File: src/rtl/dcp_pkg.sv
// Shared defaults and types for the cyclic-prefix remover (cp_remove_pp).
// Optional statistics ports are enabled by defining DCP_STATS_EN.
package dcp_pkg;

    localparam int DW_DEF        = 16;
    localparam int NFFT_DEF      = 64;
    localparam int LCP_LONG_DEF  = 16;
    localparam int LCP_SHORT_DEF = 8;
    localparam int IDX_W         = $clog2(NFFT_DEF);
    localparam int CPW           = $clog2(LCP_LONG_DEF + 1);

    typedef enum logic [1:0] {
        ST_IDLE = 2'd0,
        ST_CP   = 2'd1,
        ST_BODY = 2'd2
    } wr_state_e;

endpackage

File: src/rtl/dcp_pp_ram.sv
// Ping-pong body store: two banks of NFFT complex samples, one write port and
// one registered read port. Storage is not reset.
module dcp_pp_ram #(
    parameter int DW   = 16,
    parameter int NFFT = 64
) (
    input  logic                      i_clk,
    input  logic                      i_we,
    input  logic                      i_wbank,
    input  logic [$clog2(NFFT)-1:0]   i_waddr,
    input  logic [2*DW-1:0]           i_wdata,
    input  logic                      i_re,
    input  logic                      i_rbank,
    input  logic [$clog2(NFFT)-1:0]   i_raddr,
    output logic [2*DW-1:0]           o_rdata
);

    logic [2*DW-1:0] r_mem [0:2*NFFT-1];
    logic [2*DW-1:0] r_rdata;

    // Write port
    always_ff @(posedge i_clk) begin
        if (i_we) begin
            r_mem[{i_wbank, i_waddr}] <= i_wdata;
        end
    end

    // Registered read port; data holds while i_re is low
    always_ff @(posedge i_clk) begin
        if (i_re) begin
            r_rdata <= r_mem[{i_rbank, i_raddr}];
        end
    end

    assign o_rdata = r_rdata;

endmodule

File: src/rtl/cp_remove_pp.sv
// Streaming cyclic-prefix remover with ping-pong body buffer.
// Define DCP_STATS_EN to add SYM_CNT_O / ABORT_CNT_O statistics ports.
module cp_remove_pp
    import dcp_pkg::*;
#(
    parameter int DW        = DW_DEF,
    parameter int NFFT      = NFFT_DEF,
    parameter int LCP_LONG  = LCP_LONG_DEF,
    parameter int LCP_SHORT = LCP_SHORT_DEF
) (
    input  logic          CLK_I,
    input  logic          RST_I,
    input  logic [DW-1:0] DAT_I_r,
    input  logic [DW-1:0] DAT_I_i,
    input  logic          din,
    output logic          RDY_O,
    input  logic          SOP_I,
    input  logic          CP_MODE_I,
    output logic [DW-1:0] DAT_O_r,
    output logic [DW-1:0] DAT_O_i,
    output logic          DVAL_O,
    input  logic          RDY_I,
    output logic          SOP_O,
    output logic          EOP_O,
    output logic          ERR_O
`ifdef DCP_STATS_EN
    ,
    output logic [15:0]   SYM_CNT_O,
    output logic [7:0]    ABORT_CNT_O
`endif
);

    localparam int AW = $clog2(NFFT);
    localparam int LW = $clog2(LCP_LONG + 1);
    localparam logic [AW-1:0] CNT_ZERO = {AW{1'b0}};
    localparam logic [AW-1:0] CNT_ONE  = {{(AW-1){1'b0}}, 1'b1};
    localparam logic [AW-1:0] CNT_LAST = AW'(NFFT - 1);
    localparam logic [LW-1:0] LCP_L    = LW'(LCP_LONG);
    localparam logic [LW-1:0] LCP_S    = LW'(LCP_SHORT);
    localparam logic [LW-1:0] LCP_ONE  = {{(LW-1){1'b0}}, 1'b1};

    wr_state_e       r_state, w_state_nxt;
    logic [AW-1:0]   r_cnt, w_cnt_nxt;
    logic [LW-1:0]   r_lcp, w_lcp_nxt, w_lcp_sel;
    logic            r_wr_bank, r_err;
    logic [1:0]      r_full, w_full_nxt;
    logic            w_rdy, w_in_xfer, w_we, w_fill, w_abort;

    logic            r_rd_bank, r_iss_bank;
    logic [AW-1:0]   r_iss_cnt;
    logic            r_s1_vld, r_s1_sop, r_s1_eop;
    logic            r_dval, r_sop, r_eop;
    logic [DW-1:0]   r_dat_r, r_dat_i;
    logic [2*DW-1:0] w_rdata;
    logic            w_out_adv, w_rd_en, w_eop_xfer;

    assign w_lcp_sel = CP_MODE_I ? LCP_L : LCP_S;
    assign w_rdy     = (r_state != ST_BODY) || !r_full[r_wr_bank];
    // Gated by reset so ready is low in reset yet high in the very first cycle after release
    assign RDY_O     = w_rdy & RST_I;
    assign w_in_xfer = din & RDY_O;

    // Write FSM state register with counter, CP length, bank pointer and sticky error
    always_ff @(posedge CLK_I or negedge RST_I) begin
        if (!RST_I) begin
            r_state   <= ST_IDLE;
            r_cnt     <= CNT_ZERO;
            r_lcp     <= LCP_S;
            r_wr_bank <= 1'b0;
            r_err     <= 1'b0;
        end else begin
            r_state   <= w_state_nxt;
            r_cnt     <= w_cnt_nxt;
            r_lcp     <= w_lcp_nxt;
            r_wr_bank <= r_wr_bank ^ w_fill;
            r_err     <= r_err | w_abort;
        end
    end

    // Write FSM next state: SOP always restarts a symbol, otherwise walk CP then body
    always_comb begin
        w_state_nxt = r_state;
        w_cnt_nxt   = r_cnt;
        w_lcp_nxt   = r_lcp;
        if (w_in_xfer && SOP_I) begin
            w_lcp_nxt = w_lcp_sel;
            if (w_lcp_sel == LCP_ONE) begin
                w_state_nxt = ST_BODY;
                w_cnt_nxt   = CNT_ZERO;
            end else begin
                w_state_nxt = ST_CP;
                w_cnt_nxt   = CNT_ONE;
            end
        end else if (w_in_xfer) begin
            case (r_state)
                ST_IDLE: begin
                    w_state_nxt = ST_IDLE;
                end
                ST_CP: begin
                    if (r_cnt == AW'(r_lcp - LCP_ONE)) begin
                        w_state_nxt = ST_BODY;
                        w_cnt_nxt   = CNT_ZERO;
                    end else begin
                        w_cnt_nxt   = r_cnt + CNT_ONE;
                    end
                end
                ST_BODY: begin
                    if (r_cnt == CNT_LAST) begin
                        w_state_nxt = ST_CP;
                        w_cnt_nxt   = CNT_ZERO;
                        w_lcp_nxt   = w_lcp_sel;
                    end else begin
                        w_cnt_nxt   = r_cnt + CNT_ONE;
                    end
                end
                default: begin
                    w_state_nxt = ST_IDLE;
                    w_cnt_nxt   = CNT_ZERO;
                end
            endcase
        end else begin
            w_state_nxt = r_state;
        end
    end

    // Write FSM outputs: RAM write, bank-complete and abort strobes
    always_comb begin
        w_we    = 1'b0;
        w_fill  = 1'b0;
        w_abort = 1'b0;
        if (w_in_xfer) begin
            w_abort = SOP_I && (r_state != ST_IDLE) && (r_cnt != CNT_ZERO);
            w_we    = !SOP_I && (r_state == ST_BODY);
            w_fill  = w_we && (r_cnt == CNT_LAST);
        end else begin
            w_abort = 1'b0;
        end
    end

    // Fill and free always target different banks, so both may land in one cycle
    always_comb begin
        w_full_nxt = r_full;
        if (w_eop_xfer) begin
            w_full_nxt[r_rd_bank] = 1'b0;
        end else begin
            w_full_nxt[r_rd_bank] = r_full[r_rd_bank];
        end
        if (w_fill) begin
            w_full_nxt[r_wr_bank] = 1'b1;
        end else begin
            w_full_nxt[r_wr_bank] = w_full_nxt[r_wr_bank];
        end
    end

    // Bank full flags
    always_ff @(posedge CLK_I or negedge RST_I) begin
        if (!RST_I) begin
            r_full <= 2'b00;
        end else begin
            r_full <= w_full_nxt;
        end
    end

    dcp_pp_ram #(.DW(DW), .NFFT(NFFT)) u_ram (
        .i_clk   (CLK_I),
        .i_we    (w_we),
        .i_wbank (r_wr_bank),
        .i_waddr (r_cnt),
        .i_wdata ({DAT_I_r, DAT_I_i}),
        .i_re    (w_rd_en),
        .i_rbank (r_iss_bank),
        .i_raddr (r_iss_cnt),
        .o_rdata (w_rdata)
    );

    // Issue runs ahead on its own bank pointer so the next bank streams without a gap
    assign w_out_adv  = !r_dval || RDY_I;
    assign w_rd_en    = r_full[r_iss_bank] && (!r_s1_vld || w_out_adv);
    assign w_eop_xfer = r_dval && RDY_I && r_eop;

    // Read issue counter and RAM-output stage tags
    always_ff @(posedge CLK_I or negedge RST_I) begin
        if (!RST_I) begin
            r_iss_bank <= 1'b0;
            r_iss_cnt  <= CNT_ZERO;
            r_s1_vld   <= 1'b0;
            r_s1_sop   <= 1'b0;
            r_s1_eop   <= 1'b0;
            r_rd_bank  <= 1'b0;
        end else begin
            r_s1_vld  <= w_rd_en | (r_s1_vld & !w_out_adv);
            r_rd_bank <= r_rd_bank ^ w_eop_xfer;
            if (w_rd_en) begin
                r_s1_sop <= (r_iss_cnt == CNT_ZERO);
                r_s1_eop <= (r_iss_cnt == CNT_LAST);
                if (r_iss_cnt == CNT_LAST) begin
                    r_iss_cnt  <= CNT_ZERO;
                    r_iss_bank <= ~r_iss_bank;
                end else begin
                    r_iss_cnt  <= r_iss_cnt + CNT_ONE;
                end
            end
        end
    end

    // Output register: advances when empty or accepted, holds under backpressure
    always_ff @(posedge CLK_I or negedge RST_I) begin
        if (!RST_I) begin
            r_dval  <= 1'b0;
            r_sop   <= 1'b0;
            r_eop   <= 1'b0;
            r_dat_r <= {DW{1'b0}};
            r_dat_i <= {DW{1'b0}};
        end else if (w_out_adv) begin
            r_dval <= r_s1_vld;
            r_sop  <= r_s1_vld & r_s1_sop;
            r_eop  <= r_s1_vld & r_s1_eop;
            if (r_s1_vld) begin
                r_dat_r <= w_rdata[2*DW-1:DW];
                r_dat_i <= w_rdata[DW-1:0];
            end
        end
    end

    assign DAT_O_r = r_dat_r;
    assign DAT_O_i = r_dat_i;
    assign DVAL_O  = r_dval;
    assign SOP_O   = r_sop;
    assign EOP_O   = r_eop;
    assign ERR_O   = r_err;

`ifdef DCP_STATS_EN
    logic [15:0] r_sym_cnt;
    logic [7:0]  r_abort_cnt;

    // Symbol counter wraps; abort counter saturates
    always_ff @(posedge CLK_I or negedge RST_I) begin
        if (!RST_I) begin
            r_sym_cnt   <= 16'd0;
            r_abort_cnt <= 8'd0;
        end else begin
            if (w_eop_xfer) begin
                r_sym_cnt <= r_sym_cnt + 16'd1;
            end
            if (w_abort && (r_abort_cnt != 8'hFF)) begin
                r_abort_cnt <= r_abort_cnt + 8'd1;
            end
        end
    end

    assign SYM_CNT_O   = r_sym_cnt;
    assign ABORT_CNT_O = r_abort_cnt;
`endif

endmodule
File: config.mk
export PLATFORM = sky130hd
export DESIGN_NAME = cp_remove_pp
export DESIGN_NICKNAME = d
export VERILOG_FILES = /design/src/rtl/dcp_pkg.sv /design/src/rtl/dcp_pp_ram.sv /design/src/rtl/cp_remove_pp.sv
export SDC_FILE = /design/constraint.sdc
export NUM_CORES = 2
export LEC_CHECK = 0
export BUFFER_PORTS_ARGS = -buffer_cell sky130_fd_sc_hd__buf_2
export CAP_MARGIN = 20
export CORE_UTILIZATION = 32
export CTS_BUF_LIST = sky130_fd_sc_hd__clkbuf_4
export DETAILED_ROUTE_END_ITERATION = 8
export GPL_TIMING_DRIVEN = 0
export PLACE_DENSITY_LB_ADDON = 0.25
export SKIP_CTS_REPAIR_TIMING = 1
export SLEW_MARGIN = 20
export SYNTH_ARGS = -nofsm -noshare
export SYNTH_HDL_FRONTEND = slang
export SYNTH_SLANG_ARGS = --single-unit
export TNS_END_PERCENT = 100
File: constraint.sdc
create_clock -name CLK_I -period 5.1 [get_ports CLK_I]
set_clock_uncertainty 0.15 [all_clocks]
set_input_delay 0.51 -clock CLK_I [delete_from_list [all_inputs] [get_ports CLK_I]]
set_output_delay 0.51 -clock CLK_I [all_outputs]
set_load 0.1 [all_outputs]
== Word level (Yosys, flattened, before mapping) ==
Memories as Yosys holds them, arrays and structs flattened. A register that Yosys moved wholly into a read port is not among the register bits.
Cells that the tools add are included.
Word-level totals
  register bits after elaboration: 63
  RAM bits: 4096
  input bits: 38
  output and inout port bits: 37
  word-level logic and storage cells: 118
  memories: 1
Operators by class
  add/subtract/negate cells: 3
  $lt $le $gt $ge: 5
  equal/unequal tests: 10
  mux-type cells: 39
  bitwise logic cells: 13
  reductions and logical operators: 30
Memory list
  u_ram.r_mem: depth 128, bits a word 32, rd ports 1, clocked after memory_dff 1, wr ports 1, line dcp_pp_ram.sv:18  | logic [2*DW-1:0] r_mem [0:2*NFFT-1];
Operator list (number)
  2-to-1 mux 6 bit: 5
  2-to-1 mux 5 bit: 5
  one-hot mux 6 bit (3 select lines): 1
  2-to-1 mux 1 bit: 16
  2-to-1 mux 2 bit: 7
  adder 6 x 1 -> 6 bit (second input constant): 2
  equality test 6 bit (second input constant): 2
  logical AND 1 bit: 10
  nonzero test 2 bit: 4
  equality test 6 bit: 1
  logical NOT 6 bit: 1
  < comparator 1 x 2 -> 1 bit (second input constant): 3
  != test 3 bit (second input constant): 2
  AND reduction 2 bit: 3
  AND reduction 3 bit: 2
  nonzero test 6 bit: 1
  subtractor 5 x 1 -> 6 bit (second input constant): 1
  AND 1 bit: 5
  equality test 5 x 1 -> 1 bit (second input constant): 1
  logical NOT 1 bit: 5
  bitwise mux 2 bit: 2
  != test 2 bit (second input constant): 2
  one-hot mux 2 bit (2 select lines): 1
  logical OR 1 bit: 3
  other kinds (11): 15

== Logic depth before layout (Yosys ltp) ==
  word-level depth: 11
  mapped depth: 13
  mapped depth without buffers: 8

== Hierarchy ==
A second synthesis with hierarchy kept.
Second synthesis, totals
  cell total of the unflattened synthesis: 6227
  area, all modules: 159365.3 um^2
Modules (own cells, without submodules)
  dcp_pp_ram: instances 1, cells an instance 5990, area each 156596.4 um^2, seq. area each 123958.9 um^2
  cp_remove_pp: instances 1, cells an instance 237, area each 2768.9 um^2, seq. area each 1502.7 um^2

== Least setup slack after synthesis ==
Ideal clock, no wire load.
  kind: register -> register
  from: reg r_wr_bank
  to: mem u_ram.r_mem[54][0] in the netlist's numbering (enable)
  setup time: 0.421 ns
  arrival: 3.250 ns
  required time: 4.529 ns
  slack: 1.278 ns
  cell stages (with the launch flop): 8
  path buffers: 2
  period minus slack after synthesis: 3.822 ns
  cells stage by stage: dfrtp_1 mux2_1 a211o_1 buf_2 nor4_2 nand3_1 buf_2 nor2_1
Between the ends
  word-level cells in the longest chain between the ends: 9
Ends and longest elaborated chain
  start, declared: line cp_remove_pp.sv:45  | logic r_wr_bank, r_err;
  start signal, assigned: line cp_remove_pp.sv:75  | r_wr_bank <= r_wr_bank ^ w_fill;
  2-to-1 mux 1 bit (not written as such) (2 in a row): line cp_remove_pp.sv:58  | assign w_rdy = (r_state != ST_BODY) || !r_full[r_wr_bank];
  logical NOT 1 bit: line cp_remove_pp.sv:58
  logical OR 1 bit: line cp_remove_pp.sv:58
  AND 1 bit: line cp_remove_pp.sv:60  | assign RDY_O = w_rdy & RST_I;
  AND 1 bit: line cp_remove_pp.sv:61  | assign w_in_xfer = din & RDY_O;
  2-to-1 mux 1 bit: line cp_remove_pp.sv:131  | if (w_in_xfer) begin
  2-to-1 mux 1 bit: line dcp_pp_ram.sv:23  | if (i_we) begin
  2-to-1 mux 1 bit (not written as such): line dcp_pp_ram.sv:24  | r_mem[{i_wbank, i_waddr}] <= i_wdata;
  end, declared: line dcp_pp_ram.sv:18
Parallel ways exist; a longest one is shown, timed or not. The select of a mux whose other input is x is not followed.

==> impl_metrics.json <==
{
  "outcome": "complete, but fails checks",
  "violations": "setup timing",
  "final.setup.worst_slack_ns": -0.348,
  "r2r_cells": 10,
  "netlist_instances": 7499,
  "power.leakage_nw": 61.4,
  "crit_arrival_ns": 6.87,
  "grt_pass1_vias": 89300,
  "vias": 91200,
  "drcViolationCount": 0,
  "dr.pass1.iters": 8,
  "synth_top_area_share_pct": 77.0,
  "dp.cells": 14600,
  "critPathCaptureType": "register",
  "die_h_um": 711,
  "gp_congestion": 0.966,
  "holdPathStages": 4,
  "cts.clk_slew.worst_paths_ns": 0.07,
  "rows": 260,
  "crit_path_start": "r_iss_cnt[1]$_DFFE_PN0P_",
  "synth_most_common_cell": "edfxtp_1",
  "async_reset_ff_share_pct": 1.43,
  "crit_slowest_cell": "buf_2",
  "ir_drop_v": 0.000235,
  "avgSynthCellArea_um2": 21.5,
  "r2r_start": "r_iss_cnt[1]$_DFFE_PN0P_",
  "vias_per_cell": 5.51,
  "yosys_warnings": 0,
  "crit_required_ns": 6.52,
  "drtIter0Drc": 13800,
  "hold_class": "primary input to register",
  "dieArea_mm2": 0.506,
  "cts_tree": "done",
  "synth_ff_type": "edfxtp_1",
  "slew_viol_final": 0,
  "cts_made_buffers": 1148,
  "seqCellArea_mm2": 0.125,
  "layout-drive-gt1-share_pct": 35.4,
  "grt_max_degree": 113,
  "synth_area_leaders": "edfxtp_1, mux4_2, mux2i_1",
  "multiInputGateArea_mm2": 0.0346,
  "tightest_slew_ns": 1.27,
  "io_pins": 75,
  "rsz0062_at_grt": "yes",
  "finalNonFillerCells": 16500,
  "cts_buffer_depth": 5,
  "fmax_ghz": 0.184,
  "antenna_found_initial": 84,
  "ys_top_cells_by_count": "edfxtp_1, mux4_2, mux2i_1, nand2_1, clkbuf_1",
  "worstSetupStartpointType": "register",
  "htree_num_levels": 7,
  "wire_per_inst_um": 35.6,
  "ant_nets": 0,
  "dpl.hpwl_um": 411000,
  "ys_seq_area_share_pct": 77.9,
  "crit_chain": "buf_2 -> buf_2 -> clkbuf_4 -> buf_2 -> buf_2 -> nor2_1 -> a32oi_1 -> nand3_1 -> a32oi_1 -> buf_4",
  "die_w_um": 711,
  "ys_ff_latch": 4188,
  "nNetsFinal": 9196,
  "core_mm2": 0.501,
  "hp-start": "SOP_I",
  "initial_core_util_pct": 32.1,
  "clk_latency_ns": 1.76,
  "relSlewSlack_pct": 15.3,
  "wl_um": 589000,
  "final_util_pct": 38.6,
  "syn_nets": 7546,
  "fin_crit_ns": 5.45,
  "synth_largest_area_cell": "edfxtp_1",
  "critical_path.max_fanout": 10,
  "syn_area_mm2": 0.161,
  "finalCritPeriodShare_pct": 107,
  "area_growth_pct": 20.1,
  "slowest_delay_ns": 0.71,
  "gr-total-overflow": 0,
  "synth_edf_count": 4128,
  "grt_pass1_wl_um": 776000,
  "cts_num_sinks": 4188,
  "root_buffer": "clkbuf_4",
  "fillers": 45300,
  "worstSetupPathType": "register to register",
  "critPathMostFrequentCell": "buf_2",
  "cellPowerDensity_mw_per_mm2": 350,
  "synth.distinct_cells": 74,
  "setup_viol": 178,
  "grtUsageTotal_pct": 22.9,
  "hold_viol": 0,
  "io_buffers": 73,
  "maxCapViolCount": 0
}
[critical path, delay by kind of cell (launching register included)]
| kind | cells | cell delay [ns] |
|---|---|---|
| DFF | 1 | 0.45 |
| and+or+nand+nor | 2 | 0.66 |
| AOI/OAI and AO/OA | 2 | 0.90 |
| buffers and inverters | 6 | 2.99 |
[final timing paths]
check                      slack, ns                           to
max                            -0.35  u_ram.o_rdata[29]$_DFFE_PP_
min                             0.05          r_full[1]$_DFF_PN0_
max reg2reg                    -0.35  u_ram.o_rdata[29]$_DFFE_PP_
min reg2reg                     0.31       DAT_O_i[3]$_DFFE_PN0P_
max in group asynchronous       4.01       DAT_O_r[5]$_DFFE_PN0P_
min in group asynchronous       0.18      DAT_O_r[14]$_DFFE_PN0P_
[logic make-up (layout without fill, tap and decap cells)]
family                   Yosys count  after routing  share of synthesized area [%]
flip-flops                      4188           4188                           77.9
multiplexers                    1484           1484                           15.8
AND/OR/NAND/NOR                  710            710                           1.93
AO/OA/AOI/OAI                    656            656                           2.81
buffers and inverters            444           2761                           1.49
adder cells (fa/ha/maj)            9              9                         0.0699
XOR/XNOR                           8              8                         0.0435
other                              0             50                              0
[routing by layer]
metal / share of wire (%) / vias to the layer above / global-route usage, %
met5: 0.074 / - / 0
met4: 5.6 / 26 / 12.5
met3: 11 / 1275 / 6.88
met2: 45 / 6225 / 34.6
met1: 38 / 48200 / 29.6
li1: - / 35500 / -
[sequential cells by signal, indices dropped and copies added, names as in the netlist, 2 cells and up]
register,cells
DAT_O_r,16
r_state,2
r_cnt,6
DAT_O_i,16
u_ram.r_mem,4096
r_iss_cnt,6
r_full,2
u_ram.o_rdata,32
r_lcp,2
[through the flow]
stage | instance area, um2 | hold slack (ns) | total power, mW | TNS [ns] | worst slack, ns
after detailed placement | 178000 | 0.314 | 39.6 | -34.40 | -0.872
final | 193000 | 0.0538 | 67.8 | -21.74 | -0.348
after floorplan | 161000 | 0.0644 | 38.7 | 0 | 1.28
after global placement | 170000 | 0.310 | 39.5 | - | -3.88
after global routing | 193000 | 0.0323 | 69.9 | -1.21 | -0.113
after CTS | 192000 | -1.65 | 68.0 | -11.76 | -0.830
[power by group]
part | switching [mW] | internal, mW
Sequential | 0.0361 | 37.8
Clock | 13.7 | 15.0
Combinational | 0.925 | 0.285
Total | 14.7 | 53.1
[cells in the final DEF, fill, tap and decap left out, types with 59 or more instances in the layout]
| master | instances |
|---|---|
| mux2_2 | 62 |
| nor2_4 | 128 |
| dfrtp_1 | 59 |
| buf_16 | 161 |
| o22ai_1 | 70 |
| mux4_2 | 834 |
| clkbuf_4 | 1629 |
| a221oi_1 | 62 |
| buf_12 | 131 |
| a22oi_1 | 105 |
| clkinv_1 | 149 |
| edfxtp_1 | 4128 |
| buf_2 | 141 |
| buf_4 | 79 |
| clkbuf_1 | 124 |
| nand3_1 | 78 |
| buf_6 | 99 |
| a21oi_1 | 172 |
| clkbuf_2 | 64 |
| dlygate4sd3_1 | 79 |
| mux2i_1 | 581 |
| nand2_1 | 340 |
[layout make-up]
cell class / instances / area share (%)
clock buffers: 1625 / 6.31
plain buffers: 422 / 1.26
inverters: 20 / 0.0388
flip-flops and latches: 4188 / 64.9
multi-input cells: 2867 / 17.9
diodes: 50 / 0.0647
well taps: 6681 / 4.32
repair buffers: 502 / 4.70
clock inverters: 192 / 0.520
(Power assumes the default switching activity.)
